===== src/rtl/mac_seq_ctrl.sv =====
// Sequencer for a chain of NMAC MAC units: loads one weight per unit, streams activations, tracks result validity.
// Optional macro MAC_SEQ_ABORT_EN adds an abort input that cancels the running job.
module mac_seq_ctrl #(
    parameter int DW      = 8,
    parameter int NMAC    = 8,
    parameter int LEN_W   = 16,
    parameter int MAC_LAT = 4
) (
    input  logic             clk,
    input  logic             rst,
`ifdef MAC_SEQ_ABORT_EN
    input  logic             abort,
`endif
    input  logic             start,
    input  logic [LEN_W-1:0] cfg_len,
    input  logic             w_in_valid,
    output logic             w_in_ready,
    input  logic [DW-1:0]    w_in_data,
    input  logic             x_valid,
    output logic             x_ready,
    input  logic [DW-1:0]    x_data,
    output logic [NMAC-1:0]  mac_w_en,
    output logic [DW-1:0]    mac_w_data,
    output logic [DW-1:0]    mac_x_data,
    output logic             res_valid,
    output logic             res_last,
    output logic             busy,
    output logic             done
);

    localparam int IDX_W = (NMAC > 1) ? $clog2(NMAC) : 1;

    typedef enum logic [2:0] {IDLE, LOAD_W, RUN, DRAIN, DONE} state_t;

    state_t             state_q;
    state_t             state_d;
    logic [IDX_W-1:0]   w_idx;
    logic [LEN_W-1:0]   vec_cnt;
    logic [LEN_W-1:0]   len_q;
    logic [MAC_LAT-1:0] vld_p;
    logic [MAC_LAT-1:0] last_p;
    logic               abort_req;
    logic               w_hs;
    logic               x_hs;
    logic               w_last;
    logic               x_last;

`ifdef MAC_SEQ_ABORT_EN
    assign abort_req = abort & (state_q != IDLE);
`else
    assign abort_req = 1'b0;
`endif

    // An aborted cycle must not consume a beat, so handshakes are masked by abort.
    assign w_in_ready = (state_q == LOAD_W);
    assign x_ready    = (state_q == RUN) && (vec_cnt < len_q);
    assign w_hs       = w_in_ready & w_in_valid & ~abort_req;
    assign x_hs       = x_ready & x_valid & ~abort_req;
    assign w_last     = (w_idx == IDX_W'(NMAC - 1));
    assign x_last     = (vec_cnt == len_q - 1'b1);

    assign mac_w_en   = w_hs ? (NMAC'(1) << w_idx) : '0;
    assign mac_w_data = w_in_data;
    assign mac_x_data = x_hs ? x_data : '0;

    assign res_valid  = vld_p[MAC_LAT-1];
    assign res_last   = vld_p[MAC_LAT-1] & last_p[MAC_LAT-1];
    assign busy       = (state_q != IDLE);
    assign done       = (state_q == DONE);

    always_comb begin
        state_d = state_q;
        case (state_q)
            IDLE:    if (start) state_d = LOAD_W;
            LOAD_W:  if (w_hs && w_last) state_d = (len_q != '0) ? RUN : DRAIN;
            RUN:     if (x_hs && x_last) state_d = DRAIN;
            DRAIN:   if (vld_p == '0) state_d = DONE;
            DONE:    state_d = IDLE;
            default: state_d = IDLE;
        endcase
        if (abort_req) state_d = IDLE;
    end

    always_ff @(posedge clk) begin
        if (rst) begin
            state_q <= IDLE;
            w_idx   <= '0;
            vec_cnt <= '0;
            len_q   <= '0;
            vld_p   <= '0;
            last_p  <= '0;
        end else begin
            state_q <= state_d;
            if (state_q == IDLE && start) begin
                len_q   <= cfg_len;
                w_idx   <= '0;
                vec_cnt <= '0;
            end
            if (w_hs) w_idx <= w_idx + 1'b1;
            if (x_hs) vec_cnt <= vec_cnt + 1'b1;
            // Result-valid pipeline stage boundary: one token per accepted vector.
            if (abort_req) begin
                vld_p  <= '0;
                last_p <= '0;
            end else begin
                vld_p  <= (vld_p << 1) | MAC_LAT'(x_hs);
                last_p <= (last_p << 1) | MAC_LAT'(x_hs & x_last);
            end
        end
    end

endmodule


===== config.mk =====
export PLATFORM = sky130hd
export DESIGN_NAME = mac_seq_ctrl
export DESIGN_NICKNAME = d
export VERILOG_FILES = /design/src/rtl/mac_seq_ctrl.sv
export SDC_FILE = /design/constraint.sdc
export NUM_CORES = 1
export LEC_CHECK = 0
export BUFFER_PORTS_ARGS = -buffer_cell sky130_fd_sc_hd__buf_2
export CORE_UTILIZATION = 39
export CTS_BUF_LIST = sky130_fd_sc_hd__clkbuf_2 sky130_fd_sc_hd__clkbuf_4 sky130_fd_sc_hd__clkbuf_8
export DETAILED_ROUTE_END_ITERATION = 16
export GPL_ROUTABILITY_DRIVEN = 0
export GPL_TIMING_DRIVEN = 0
export PLACE_DENSITY = 0.59
export SLEW_MARGIN = 25
export SYNTH_ARGS = -nofsm -noshare
export SYNTH_HDL_FRONTEND = slang
export SYNTH_SLANG_ARGS = --single-unit

===== constraint.sdc =====
create_clock -name clk -period 2.95 [get_ports clk]
set_clock_uncertainty 0.1 [all_clocks]
set_input_delay 0.295 -clock clk [delete_from_list [all_inputs] [get_ports clk]]
set_output_delay 0.295 -clock clk [all_outputs]
set_load 0.02 [all_outputs]

Word level (Yosys, flattened, before mapping):

Index checks and enable logic that the tools add are counted.

* bits in registers: 46
* input bits: 37
* output and inout bits: 30
* word-level logic and storage cells: 50

* add/sub/neg operators: 3
* order comparisons: 1
* equality and inequality tests: 10
* shift operators: 1
* multiplexer cells: 12
* bitwise operators: 6
* reduce and logical (&&, ||, !) cells: 11

Operator list (count)
* 16-bit two-way mux: 2
* 3-bit two-way mux: 6
* 16-bit by 1-bit adder with 16-bit output (second input constant): 1
* 16-bit equality test: 1
* 16-bit less-than comparator: 1
* 8-bit two-way mux: 2
* 16-bit nonzero test: 1
* 16-bit by 1-bit subtractor with 16-bit output (second input constant): 1
* 3-bit case mux with 4 select lines: 1
* 4-bit by 1-bit OR with 4-bit output: 2
* 1-bit by 3-bit << shifter with 8-bit output (first input constant): 1
* 3-bit by 2-bit equality test with 1-bit output (second input constant): 2
* 3-bit equality test (second input constant): 2
* 1-bit AND: 4
* 1-bit logical AND: 4
* 4-bit logical NOT: 1
* 2-bit by 1-bit inequality test with 1-bit output (second input constant): 2
* 2-bit inequality test (second input constant): 2
* 4-bit AND reduction: 1
* 2-bit nonzero test: 2
* 3-bit by 1-bit adder with 3-bit output (second input constant): 1
* 3-bit by 1-bit equality test with 1-bit output (second input constant): 1
* 3-bit logical NOT: 1
* 3-bit nonzero test: 1
* 1-bit two-way mux: 1

Depth between registers and ports, before layout:

* depth in word-level cells: 6
* depth in mapped cells: 12
* depth with buffers taken out: 9

Worst setup path after synthesis:

No wires, ideal clock.

* path kind: register to output
* start point: register len_q[9]
* end point: output mac_x_data[0]
* data arrival time: 2398 ps
* required time: 2555 ps
* setup slack: 157 ps
* stages on the path, launching flop included: 11
* buffers on the path: 2
* path through: dfxtp_1 clkbuf_1 inv_1 ha_1 a21oi_1 o21ai_1 nor3_1 a211oi_1 nor2_1 clkbuf_1 and2_1

* word-level cells in the longest chain between the ends: 4

Ends and longest elaborated chain
* start, declared: line 39 `logic [LEN_W-1:0] len_q;`
* start signal, assigned: line 95 `len_q <= cfg_len;`
* 16-bit less-than comparator: line 56 `assign x_ready = (state_q == RUN) && (vec_cnt < len_q);`
* 1-bit logical AND: line 56
* 1-bit AND: line 58 `assign x_hs = x_ready & x_valid & ~abort_req;`
* 8-bit two-way mux: line 64 `assign mac_x_data = x_hs ? x_data : '0;`
* end, declared: line 24 `output logic [DW-1:0] mac_x_data,`

Every way passes these cells.

Final worst setup path:

* start point: register len_q[9]
* end point: output mac_x_data[4]

Same word-level chain as after synthesis.

==> impl_metrics.toml <==
[pwr]
p_int_uw = 1100
power.switching_uw = 414
seq_power_share_pct = 43.3
p_leak_uw = 0.00157
p_total_uw = 1510
p_sw_share_pct = 27.4
power.share.combinational_pct = 19.1
cellPowerDensity_mw_per_mm2 = 406
ir_worst_vdd_uv = 223
p_clk_share_pct = 37.6

[job]
maxCapViolations = 0

[worst_hold_path]
worstHoldEndpoint = "len_q[9]$_SDFFE_PP0P_"
holdPathStages = 3
hp-start = "cfg_len[9]"
hp-class = "input pin to flop"

[clocking]
htreeDepth = 2
numCtsBuffers = 5
cts_tree = "done"
clock-sinks = 46
clockRootBuffer = "clkbuf_8"
clk_latency_ns = 0.30
clk_pin_slew_ns = 0.09
cts_hold_buf = 0
cts_max_path_buffers = 2

[detailed_routing]
viasPerCell = 5.24
routedWlPerCell_um = 13.9
num_vias = 2978
route.detailed.drc = 0
drt-initial-drc-count = 122
ant_nets = 0
wl_um = 7910
first_pass_iters = 4

[synth]
ys_seq_area_share_pct = 29.8
synth-seq-cells = 46
synth_cells = 397
synth.distinct_cells = 51
syn_area_sq_mm = 0.00309
synthArstFlopShare_pct = 0
synth.avg_cell_area_sq_um = 7.77
synth_edf_count = 0
synthFlopType = "dfxtp_1"
synthesis.nets = 458
ys_warn_count = 0

[finish]
antenna_cells = 0
nets = 526
layout.cells.non_filler = 568
area_growth_pct = 20.6
fill_cells = 783
drive_gt1_share_pct = 21.2
fin_util_pct = 48.4

[sta]
fin_crit_ns = 2.79
setup_ws_ns = 0.158
drv_slew = 0
worst_pin_slew_ns = 0.760
setup_viol = 0
fmax_ghz = 0.358
hold_viol_final = 0
rsz0062_at_grt = "no"
fin_crit_sh_pct = 94.7
slew_headroom_pct = 49.0

[die]
core_region_area_sq_mm = 0.00769
num_rows = 32
initial_core_util_pct = 40.1
chipWidth_um = 90.9
die-area_sq_mm = 0.00827
die_h_um = 90.9
ios = 67

[global_routing]
grt_first_pass_wirelength_um = 13000
antenna_found_initial = 0
gr-usage-all-layers_pct = 19.5
grt_pass1_vias = 2773
grt.overflow.total = 0
grt_max_degree = 16

[worst_setup_path]
worstPathRequired_ns = 2.56
worstSetupEndpointType = "primary output"
reg2regPathDepth = 8
reg2reg_to = "state_q[0]$_SDFFE_PP0P_"
worst_ep_arrival_time_ns = 2.40
cp_max_fo = 10
timing.rr.start = "len_q[3]$_SDFFE_PP0P_"
worstSetupPathType = "flop to primary output"
critPathLaunchType = "flop"
rrSetupSlack_ns = 0.21

[placed_design]
portBuffers = 57
dp_cells = 557
hpwl_um = 5960
pre_cts_slack_ns = -0.681

[status]
status = "finished, final reports clean"
-- layout make-up --
class / instances / area [sq um] / share of cell area [%]
Buffer: 28 / 155 / 4.17
Clock buffer: 5 / 68.8 / 1.85
Clock inverter: 3 / 68.8 / 1.85
Inverter: 27 / 101 / 2.72
Multi-Input combinational cell: 295 / 1950 / 52.5
Sequential cell: 46 / 925 / 24.9
Tap cell: 102 / 128 / 3.43
Timing Repair Buffer: 62 / 320 / 8.61
-- repair_timing --
action,4_1_cts,5_1_grt
gates resized for setup,9,5
pin swaps,2,1
setup endpoints to repair,25,16
buffers inserted,2,2
-- layer usage --
metal,global-route usage [%],share of wire (%),up-vias
li1,-,-,1524
met1,25.6,49,1361
met2,33.5,45,87
met3,2.85,4.7,6
met4,5.03,1.0,0
met5,0,0,-
-- cells in the final DEF (no fill, tap or decap), drive strengths merged, types with 12 or more instances in the layout --
cell and n:
buf 76, nand2 50, dfxtp 46, inv 27, a21oi 27, nand3 25
ha 24, clkbuf 19, nor2 18, and3 15, xnor2 15, o21ai 12
-- cells by family after synthesis --
family / share of synthesized area, %
compound gates: 14.8
xor+xnor: 6.25
fa+ha+maj: 9.73
buf+inv: 8.39
flops: 29.8
mux: 1.01
simple gates: 30.0
-- flip-flops by register name, indices dropped and copies added, names as in the netlist --
register	cells
state_q	3
vld_p	4
len_q	16
last_p	4
vec_cnt	16
w_idx	3
-- power groups by stage --
stage	registers [uW]	clock network [uW]	logic, uW
final	655	568	288
after global routing	657	606	320
after CTS	655	583	289
after detailed placement	668	0	277
after global placement	667	0	270
after floorplan	663	0	203
-- cells in the mapped netlist, types with 3 or more instances --
| cell type | number | share of area (%) |
|---|---|---|
| a31oi_1 | 10 | 2.0 |
| nor2_1 | 18 | 2.2 |
| nand2_1 | 50 | 6.1 |
| dfxtp_1 | 46 | 30 |
| inv_1 | 27 | 3.3 |
| nand3_1 | 25 | 4.1 |
| a21oi_1 | 27 | 4.4 |
| nor3_1 | 11 | 1.8 |
| xnor2_1 | 15 | 4.3 |
| nor4_1 | 7 | 1.4 |
| xor2_1 | 7 | 2.0 |
| and2_1 | 10 | 2.0 |
| o21ai_1 | 5 | 0.81 |
| buf_2 | 3 | 0.49 |
| and3_1 | 15 | 3.0 |
| nor2b_1 | 8 | 1.6 |
| ha_1 | 24 | 9.7 |
| o21ai_0 | 7 | 1.1 |
| clkbuf_1 | 16 | 1.9 |
| nand3b_1 | 11 | 2.7 |
| or3_1 | 4 | 0.81 |
| nand4_1 | 6 | 1.2 |
| buf_4 | 8 | 1.9 |
| a211oi_1 | 3 | 0.73 |
-- metrics by stage --
stage	setup TNS (ns)	hold WS [ns]	area, sq um
finish	0	0.121	3720
global route	0	0.117	3720
CTS	0	0.109	3700
detailed placement	-10.33	0.328	3510
global placement	-9.31	0.317	3500
floorplan	0	0.314	3090
-- worst max-delay path, cell delays in order, from the launching register on --
cell and delay, ns:
dfxtp_2 0.40, inv_1 0.10, ha_1 0.31, a21oi_1 0.18, o21ai_2 0.10, nor3_2 0.24
a211oi_4 0.11, nor2_4 0.12, buf_2 0.22, and2_1 0.15, buf_2 0.15
-- worst max-delay path by stage --
| stage | slack [ns] | end | depth (start not counted) | from |
|---|---|---|---|---|
| final | 0.16 | mac_x_data[4] | 10 | len_q[9]$_SDFFE_PP0P_ |
| after global routing | 0.006 | mac_x_data[7] | 9 | vec_cnt[13]$_SDFFE_PP0P_ |
| after CTS | 0.04 | mac_x_data[4] | 10 | len_q[13]$_SDFFE_PP0P_ |
| after detailed placement | -0.68 | mac_x_data[4] | 11 | len_q[9]$_SDFFE_PP0P_ |
| after global placement | -0.63 | mac_x_data[3] | 11 | len_q[9]$_SDFFE_PP0P_ |
| after floorplan | 0.16 | mac_x_data[0] | 10 | len_q[9]$_SDFFE_PP0P_ |
No activity file was read; power rests on OpenSTA's default activity.
